==> src/rtl/poly_song_reader_pkg.sv <==
// poly_song_reader_pkg: song word layout, FSM state encodings and voice-pointer sizing shared by RTL, ROM tooling and bench
package poly_song_reader_pkg;
  localparam int DEF_NOTE_W = 6;
  localparam int DEF_DUR_W = 6;
  localparam int DEF_META_W = 3;
  localparam int DEF_WORD_W = 1 + DEF_NOTE_W + DEF_DUR_W + DEF_META_W;
  localparam int META_LSB = 0;
  localparam int DUR_LSB = META_LSB + DEF_META_W;
  localparam int NOTE_LSB = DUR_LSB + DEF_DUR_W;
  localparam int KIND_BIT = NOTE_LSB + DEF_NOTE_W;
  localparam logic [DEF_WORD_W-1:0] END_MARKER = '0;
  typedef enum logic [2:0] {
    S_IDLE = 3'd0,
    S_FETCH = 3'd1,
    S_DECODE = 3'd2,
    S_WAIT = 3'd3,
    S_DONE = 3'd4
  } state_t;
  function automatic int ptr_w(int n);
    return n > 1 ? $clog2(n) : 1;
  endfunction
endpackage

==> src/rtl/poly_song_reader_voice_allocator.sv <==
// poly_song_reader_voice_allocator: picks the first idle voice at or after rr_ptr, stealing rr_ptr when all are busy
module poly_song_reader_voice_allocator
  import poly_song_reader_pkg::*;
#(
  parameter int NUM_VOICES = 3
) (
  input logic [ptr_w(NUM_VOICES)-1:0] i_rr_ptr,
  input logic [NUM_VOICES-1:0] i_busy,
  output logic [NUM_VOICES-1:0] o_sel,
  output logic [ptr_w(NUM_VOICES)-1:0] o_idx
);
  localparam int PW = ptr_w(NUM_VOICES);
  // scan downward so the candidate closest to rr_ptr is written last and wins
  always_comb begin
    o_idx = i_rr_ptr;
    for (int k = NUM_VOICES - 1; k >= 0; k--)
      if (!i_busy[PW'((int'(i_rr_ptr) + k) % NUM_VOICES)]) o_idx = PW'((int'(i_rr_ptr) + k) % NUM_VOICES);
  end
  assign o_sel = NUM_VOICES'(1) << o_idx;
endmodule

==> src/rtl/poly_song_reader.sv <==
// poly_song_reader: walks a song ROM and dispatches note and wait entries to NUM_VOICES note players
module poly_song_reader
  import poly_song_reader_pkg::*;
#(
  parameter int NUM_VOICES = 3,
  parameter int SONG_BITS = 2,
  parameter int ENTRY_BITS = 5,
  parameter int NOTE_W = DEF_NOTE_W,
  parameter int DUR_W = DEF_DUR_W,
  parameter int META_W = DEF_META_W,
  localparam int WORD_W = 1 + NOTE_W + DUR_W + META_W
) (
  input logic clk,
  input logic reset,
  input logic play,
  input logic [SONG_BITS-1:0] song,
  input logic beat,
  input logic [NUM_VOICES-1:0] voice_busy,
  output logic [SONG_BITS+ENTRY_BITS-1:0] rom_addr,
  input logic [WORD_W-1:0] rom_data,
  output logic [NUM_VOICES-1:0] new_note,
  output logic [NUM_VOICES*NOTE_W-1:0] note,
  output logic [NUM_VOICES*DUR_W-1:0] duration,
  output logic [NUM_VOICES*META_W-1:0] metadata,
  output logic song_done
);
  localparam int PW = ptr_w(NUM_VOICES);
  state_t r_state;
  logic [SONG_BITS-1:0] r_song;
  logic [ENTRY_BITS-1:0] r_ptr;
  logic [PW-1:0] r_rr;
  logic [DUR_W-1:0] r_cnt;
  logic r_rearm;
  logic [PW-1:0] w_idx, w_next_rr;
  logic [NUM_VOICES-1:0] w_sel;
  logic w_kind, w_end, w_abort, w_adv, w_last;
  logic [NOTE_W-1:0] w_note;
  logic [DUR_W-1:0] w_dur;
  logic [META_W-1:0] w_meta;
  poly_song_reader_voice_allocator #(.NUM_VOICES(NUM_VOICES)) u_alloc (
    .i_rr_ptr(r_rr),
    .i_busy(voice_busy),
    .o_sel(w_sel),
    .o_idx(w_idx)
  );
  assign w_kind = rom_data[WORD_W-1];
  assign w_note = rom_data[META_W+DUR_W +: NOTE_W];
  assign w_dur = rom_data[META_W +: DUR_W];
  assign w_meta = rom_data[META_W-1:0];
  assign w_end = rom_data == WORD_W'(END_MARKER);
  assign w_last = &r_ptr;
  assign w_abort = (r_state inside {S_FETCH, S_DECODE, S_WAIT}) && (song != r_song);
  assign w_adv = (r_state == S_DECODE && !w_end && (!w_kind || w_dur == '0)) ||
                 (r_state == S_WAIT && beat && r_cnt == DUR_W'(1));
  assign w_next_rr = (int'(w_idx) == NUM_VOICES - 1) ? '0 : w_idx + 1'b1;
  // IDLE follows the live select so the first fetch address is visible before start
  assign rom_addr = {r_state == S_IDLE ? song : r_song, r_ptr};
  always_ff @(posedge clk) begin
    if (!reset) begin
      r_state <= S_IDLE;
      r_song <= '0;
      r_ptr <= '0;
      r_rr <= '0;
      r_cnt <= '0;
      r_rearm <= 1'b0;
      new_note <= '0;
      note <= '0;
      duration <= '0;
      metadata <= '0;
      song_done <= 1'b0;
    end else begin
      new_note <= '0;
      song_done <= 1'b0;
      if (!play || song != r_song) r_rearm <= 1'b0;
      if (w_abort) begin
        r_song <= song;
        r_ptr <= '0;
        r_cnt <= '0;
        r_state <= S_FETCH;
      end else if (r_state == S_DONE) begin
        r_ptr <= '0;
        r_rearm <= 1'b1;
        r_state <= S_IDLE;
      end else if (play) begin
        case (r_state)
          S_IDLE: if (!r_rearm) begin
            r_song <= song;
            r_state <= S_FETCH;
          end
          S_FETCH: r_state <= S_DECODE;
          S_DECODE: if (w_end) begin
            r_state <= S_DONE;
            song_done <= 1'b1;
          end else if (!w_kind) begin
            new_note <= w_sel;
            r_rr <= w_next_rr;
            for (int v = 0; v < NUM_VOICES; v++)
              if (w_sel[v]) begin
                note[v*NOTE_W +: NOTE_W] <= w_note;
                duration[v*DUR_W +: DUR_W] <= w_dur;
                metadata[v*META_W +: META_W] <= w_meta;
              end
          end else if (w_dur != '0) begin
            r_cnt <= w_dur;
            r_state <= S_WAIT;
          end
          S_WAIT: if (beat) r_cnt <= r_cnt - 1'b1;
          default: r_state <= S_IDLE;
        endcase
        if (w_adv) begin
          r_ptr <= r_ptr + 1'b1;
          r_state <= w_last ? S_DONE : S_FETCH;
          song_done <= w_last;
        end
      end
    end
  end
endmodule

==> config.mk <==
export PLATFORM = sky130hd
export DESIGN_NAME = poly_song_reader
export DESIGN_NICKNAME = d
export VERILOG_FILES = /design/src/rtl/poly_song_reader_pkg.sv /design/src/rtl/poly_song_reader_voice_allocator.sv /design/src/rtl/poly_song_reader.sv
export SDC_FILE = /design/constraint.sdc
export NUM_CORES = 1
export LEC_CHECK = 0
export BUFFER_PORTS_ARGS = -buffer_cell sky130_fd_sc_hd__buf_2
export CAP_MARGIN = 20
export CELL_PAD_IN_SITES_DETAIL_PLACEMENT = 1
export CELL_PAD_IN_SITES_GLOBAL_PLACEMENT = 1
export CORE_MARGIN = 2
export CORE_UTILIZATION = 35
export CTS_BUF_LIST = sky130_fd_sc_hd__clkbuf_4
export DETAILED_ROUTE_END_ITERATION = 7
export GPL_ROUTABILITY_DRIVEN = 0
export PLACE_DENSITY = 0.71
export SKIP_LAST_GASP = 1
export SLEW_MARGIN = 40
export SYNTH_ARGS = -nofsm -noshare
export SYNTH_HDL_FRONTEND = slang
export SYNTH_SLANG_ARGS = --single-unit
==> constraint.sdc <==
create_clock -name clk -period 6.7 [get_ports clk]
set_input_delay 0.67 -clock clk [delete_from_list [all_inputs] [get_ports clk]]
set_output_delay 0.67 -clock clk [all_outputs]
set_load 0.01 [all_outputs]
* Word level (Yosys, flattened, before mapping) *
Cells that the tools add are included.

storage, ports and cells
  bits of input ports = 25
  register bits = 68
  output and inout bits = 56
  logic and storage cells = 132

cells by class
  divide/modulo/power cells = 3
  order comparisons = 3
  $add $sub $neg = 5
  shifts and indexed selects = 1
  equal/unequal tests = 21
  reductions and logical operators = 34
  mux-type cells = 40
  bitwise operators = 7

operators with widths
  kind                   count
  $mod 32x3->32 const B  2
  $mod 3x3->32 const B   1
  $reduce_and 7->1       4
  $mux 6                 4
  $mux 2                 10
  $mux 3                 6
  $logic_not 16->1       1
  $mux 1                 15
  $reduce_and 5->1       3
  $lt 2x4->1 const B     3
  $pmux 3 s4             1
  $pmux 6 s2             1
  $ne 2x2->1 const B     5
  $ne 4x3->1 const B     2
  $not 1->1              7
  $reduce_or 7->1        1
  $bmux 1 s2             3
  $eq 3x2->1 const B     2
  $eq 6x1->1 const B     1
  $logic_not 6->1        1
  $ne 6x4->1 const B     1
  $ne 6x5->1 const B     1
  $reduce_and 6->1       1
  $reduce_bool 2->1      3
  25 further kinds       35

* Logic depth before layout (Yosys ltp) *
  word-level depth = 10
  gate-level depth with buffers = 11
  depth with buffers taken out = 8

* Cells and area by module *
A second synthesis with hierarchy kept.

unflattened totals
  cells, all modules = 376
  area, all modules = 3188.1 um2

by module, submodules not included
  module                            seq. area each (um2)  area an instance (um2)  cells each  times used
  poly_song_reader                  1361.3                2904.0                  337         1
  poly_song_reader_voice_allocator  0.0                   284.0                   39          1

* Worst setup path before layout *
OpenSTA, ideal clock, no wires.

  kind = input to register
  start = in rom_data[8]
  end = reg duration[0]
  cell stages on the path = 9
  library setup time = 0.119 ns
  path buffers = 3
  data arrival time = 2.464 ns
  data required time = 6.581 ns
  path slack = 4.117 ns
  cell sequence = nor4_1 -> and4_1 -> and2_1 -> or4_1 -> buf_2 -> or3b_1 -> buf_6 -> buf_12 -> mux2i_1

between the ends
  word-level cells in the longest chain between the ends = 3

RTL lines
  element                            line                     RTL
  start, declared                    poly_song_reader.sv:20   input logic [WORD_W-1:0] rom_data,
  $logic_not 16->1                   poly_song_reader.sv:50   assign w_end = rom_data == WORD_W'(END_MARKER);
  $not 1->1 (no source line)         --
  $reduce_and 7->1 (no source line)  --
  end signal, assigned by index      poly_song_reader.sv:100  duration[v*DUR_W +: DUR_W] <= w_dur;
  end, declared                      poly_song_reader.sv:23   output logic [NUM_VOICES*DUR_W-1:0] duration,

No other way between the ends.
A chain may end at the register's enable or synchronous reset.

* Worst setup path after layout *
  start = reg r_rr[0]
  end = reg duration[0]

between the ends
  word-level cells in the longest chain between the ends = 10
  elaborated cells on any way between the ends = 19
  those cells by class = add/sub: 2; div: 3; shift: 1; mux: 12; reduce/logical: 1

RTL lines
  element                                     line                                    RTL
  start, declared                             poly_song_reader.sv:31                  logic [PW-1:0] r_rr;
  start signal, assigned                      poly_song_reader.sv:96                  r_rr <= w_next_rr;
  $add 2x2->3                                 poly_song_reader_voice_allocator.sv:17  if (!i_busy[PW'((int'(i_rr_ptr) + k) % NUM_VOICES)]) o_idx = PW'((int'(i_rr_ptr) + k) % NUM_VOICES);
  $mod 32x3->32                               poly_song_reader_voice_allocator.sv:17
  $bmux 1 s2                                  poly_song_reader_voice_allocator.sv:17
  $mux 1 (implied by the code) (2 in series)  poly_song_reader_voice_allocator.sv:17
  $mux 2 (2 in series)                        poly_song_reader_voice_allocator.sv:17
  $mux 2 *                                    poly_song_reader_voice_allocator.sv:17
  $shl 1x2->3 *                               poly_song_reader_voice_allocator.sv:19  assign o_sel = NUM_VOICES'(1) << o_idx;
  $reduce_and 7->1 (no source line) *         --

Mark *: on every way between the ends. The rest lies on a longest branch, timed or not. The select of a mux whose other input is x is not followed.

==> flow_metrics.py <==
metrics = {
    "timing": {
        "hold_viol_final": 0,
        "fmax_mhz": 340.4,
        "min_period_ns": 2.938,
        "drv_slew": 0,
        "layout_setup_ws_ns": 3.762,
        "relSlewSlack": 0.5307,
        "period_share": 0.4385,
        "worst_pin_slew_ns": 0.7017,
        "finalSetupTns_ns": 0,
        "rsz0062_at_grt": "no",
        "setup_viol": 0,
        "worst_clock_skew_ns": 0.01436,
    },
    "min_path": {
        "min_from": "metadata[4]$_SDFFE_PN0P_",
        "hold_path.class": "reg -> reg",
        "hold_path_depth": 2,
        "worstHoldEndpoint": "metadata[4]$_SDFFE_PN0P_",
    },
    "floorplan": {
        "io_pins": 81,
        "start_util": 0.3548,
        "die_area_um2": 10020,
        "rows": 35,
        "coreArea_um2": 9109,
        "die_w_um": 100.1,
        "die_h_um": 100.1,
    },
    "clocking": {
        "cts_buffers": 9,
        "cts_tree": "done",
        "cts.sinks": 68,
        "cts-resized-gates": 0,
        "clock_latency_ns": 0.42,
        "htree_levels": 3,
        "postCtsHoldBufs": 0,
        "cts_buffer_depth": 2,
        "post_cts_buffers": 0,
        "cts.reportedPaths.clkPinSlew_ns": 0.12,
        "clock-root-buffer": "clkbuf_4",
    },
    "detailed_routing": {
        "final_antenna_net_count": 0,
        "wl_um": 8680,
        "drc_errors": 0,
        "first_pass_iters": 4,
        "num_vias": 2855,
        "wire_per_inst_um": 15.58,
        "drt_iter0_drc": 66,
        "viasPerCell": 5.126,
    },
    "critical_path": {
        "startpoint_type": "flop",
        "cp_max_fo": 17,
        "r2r_start": "r_rr[0]$_SDFFE_PN0P_",
        "crit_type": "reg -> reg",
        "reg2reg_slack_ns": 3.76,
        "r2r-end": "duration[0]$_SDFFE_PN0P_",
        "setup.worst_path.end_class": "flop",
        "worstPathRequired_ns": 7.04,
        "crit_arrival_ns": 3.28,
        "reg2reg_depth": 8,
    },
    "synthesis": {
        "syn-num-nets": 398,
        "mappedNetlistArea_um2": 3232,
        "syn_inst": 367,
        "yosys-top-cells-area": "dfxtp_1, mux2i_1, nand2_1, nor2_1, a21oi_1",
        "yosys.area.top_type": "dfxtp_1",
        "yosysSeqAreaShare": 0.4212,
        "synth_top_area_frac": 0.4212,
        "ys.flop_type": "dfxtp_1",
        "yosysUniqueCellTypes": 54,
        "synth-async-reset-ratio": 0,
        "yosysWarnings": 0,
        "avgSynthCellArea_um2": 8.806,
        "synth_edf_count": 0,
        "synth-seq-cells": 68,
    },
    "final_layout": {
        "fillers": 1131,
        "n_antenna_cell": 0,
        "final_nets": 472,
        "fin_util": 0.4216,
        "layout_commonest_cell": "buf_2",
        "syn_to_final_growth_pct": 18.82,
        "drive_above_1_share": 0.2377,
        "final_cell_mix": "buf_2, nand2_1, dfxtp_1",
    },
    "outcome": {
        "status": "finished clean",
    },
    "global_routing": {
        "grt_pass1_vias": 2875,
        "grt_usage": 0.1826,
        "grt_max_degree": 65,
        "grt_first_pass_wirelength_um": 14330,
        "grt_overflow": 0,
        "antenna_found_initial": 0,
    },
    "power_and_ir_drop": {
        "p_int_mw": 0.6078,
        "ir_drop_mv": 0.08965,
        "netSwitchingPower_mw": 0.3004,
        "p_leak_nw": 1.840,
        "p_clk_frac": 0.306,
        "power.density_nw_per_um2": 236.5,
        "p_comb_frac": 0.206,
        "power_frac_seq": 0.488,
        "swShare": 0.3307,
    },
    "place": {
        "port-buffer-count": 80,
        "dp_slack_ns": 3.610,
        "hpwl_um": 6549,
    },
    "job": {
        "maxCapViolCount": 0,
    },
}
-- final cells by class --
class / instances / area, um2 / area share
timing repair buffer: 85 / 449.2 / 0.1170
multi-input combinational: 265 / 1703 / 0.4435
clock buffer: 9 / 67.56 / 0.01760
tap: 111 / 138.9 / 0.03617
inverter: 12 / 45.04 / 0.01173
sequential: 68 / 1361 / 0.3545
clock inverter: 7 / 75.07 / 0.01955
-- cell families (layout without fill, tap and decap cells) --
| family | Yosys count | in the layout | synth area share |
|---|---|---|---|
| AND/OR/NAND/NOR | 140 | 140 | 0.2025 |
| flip-flops | 68 | 68 | 0.4212 |
| AO/OA/AOI/OAI | 63 | 63 | 0.1289 |
| multiplexers | 51 | 51 | 0.1587 |
| buffers and inverters | 34 | 113 | 0.05188 |
| adder cells (fa/ha/maj) | 6 | 6 | 0.02323 |
| XOR/XNOR | 5 | 5 | 0.01355 |
-- registers in the layout (all words and copies together) (netlist names) --
register,cells
duration,18
metadata,9
new_note,3
note,18
r_cnt,6
r_ptr,5
r_rearm,1
r_rr,2
r_song,2
r_state,3
song_done,1
-- synth_stat cells (2+ instances only) --
master / count
o41ai_1: 2
o21a_1: 2
a211oi_1: 7
mux2_2: 2
nand2_1: 74
and4_1: 2
nor3_1: 4
nor2_1: 24
a31oi_1: 3
a21oi_1: 17
or3_1: 2
clkbuf_1: 14
ha_1: 6
a211o_1: 3
nand2b_1: 4
o22ai_1: 2
buf_6: 2
xnor2_1: 3
nand3_1: 4
a221oi_1: 2
and3_1: 2
a22oi_1: 4
o21ai_0: 10
nor4_1: 4
nand3b_1: 3
mux2i_1: 49
inv_1: 12
nor2b_1: 5
xor2_1: 2
buf_2: 4
dfxtp_1: 68
and2_1: 3
-- critical path: stages (launching register included) --
cell and delay, ns:
dfxtp_1 0.40, inv_1 0.06, ha_1 0.39, nor2b_1 0.10, a211oi_1 0.24, a211oi_1 0.10, o32ai_1 0.66, or3b_2 0.66
mux2i_1 0.25
-- stage by stage --
| step | instance area [um2] | power (mW) | hold WS, ns | std cells |
|---|---|---|---|---|
| CTS | 3840 | 0.9177 | 0.4753 | 557 |
| floorplan | 3232 | 0.5857 | 0.4661 | 367 |
| finish | 3840 | 0.9082 | 0.4690 | 557 |
| detailed placement | 3697 | 0.6382 | 0.4523 | 541 |
| global placement | 3656 | 0.6326 | 0.4422 | 537 |
| global route | 3840 | 0.9607 | 0.4911 | 557 |
-- worst max path at each step --
stage / startpoint / to
final: r_rr[0]$_SDFFE_PN0P_ / duration[0]$_SDFFE_PN0P_
after global routing: r_rr[0]$_SDFFE_PN0P_ / duration[0]$_SDFFE_PN0P_
after CTS: r_rr[0]$_SDFFE_PN0P_ / duration[2]$_SDFFE_PN0P_
after detailed placement: rom_data[8] / duration[2]$_SDFFE_PN0P_
after global placement: rom_data[8] / metadata[1]$_SDFFE_PN0P_
after floorplan: rom_data[8] / duration[0]$_SDFFE_PN0P_
-- power by group through the flow --
stage | Sequential, mW | Clock [mW] | Combinational (mW)
after floorplan | 0.436 | 0 | 0.150
after global placement | 0.451 | 0 | 0.181
after detailed placement | 0.452 | 0 | 0.186
after CTS | 0.443 | 0.287 | 0.187
after global routing | 0.446 | 0.304 | 0.210
final | 0.443 | 0.278 | 0.187
-- routing by layer --
layer,routed length (um),track usage,vias to the layer above,part of all wire
met2,4079,0.2926,52,0.47
met4,183,0.08325,0,0.021
met3,386,0.04178,13,0.044
met1,4030,0.2346,1366,0.46
li1,-,-,1424,-
met5,0,0,-,0
Power figures use the tool's default switching activity.
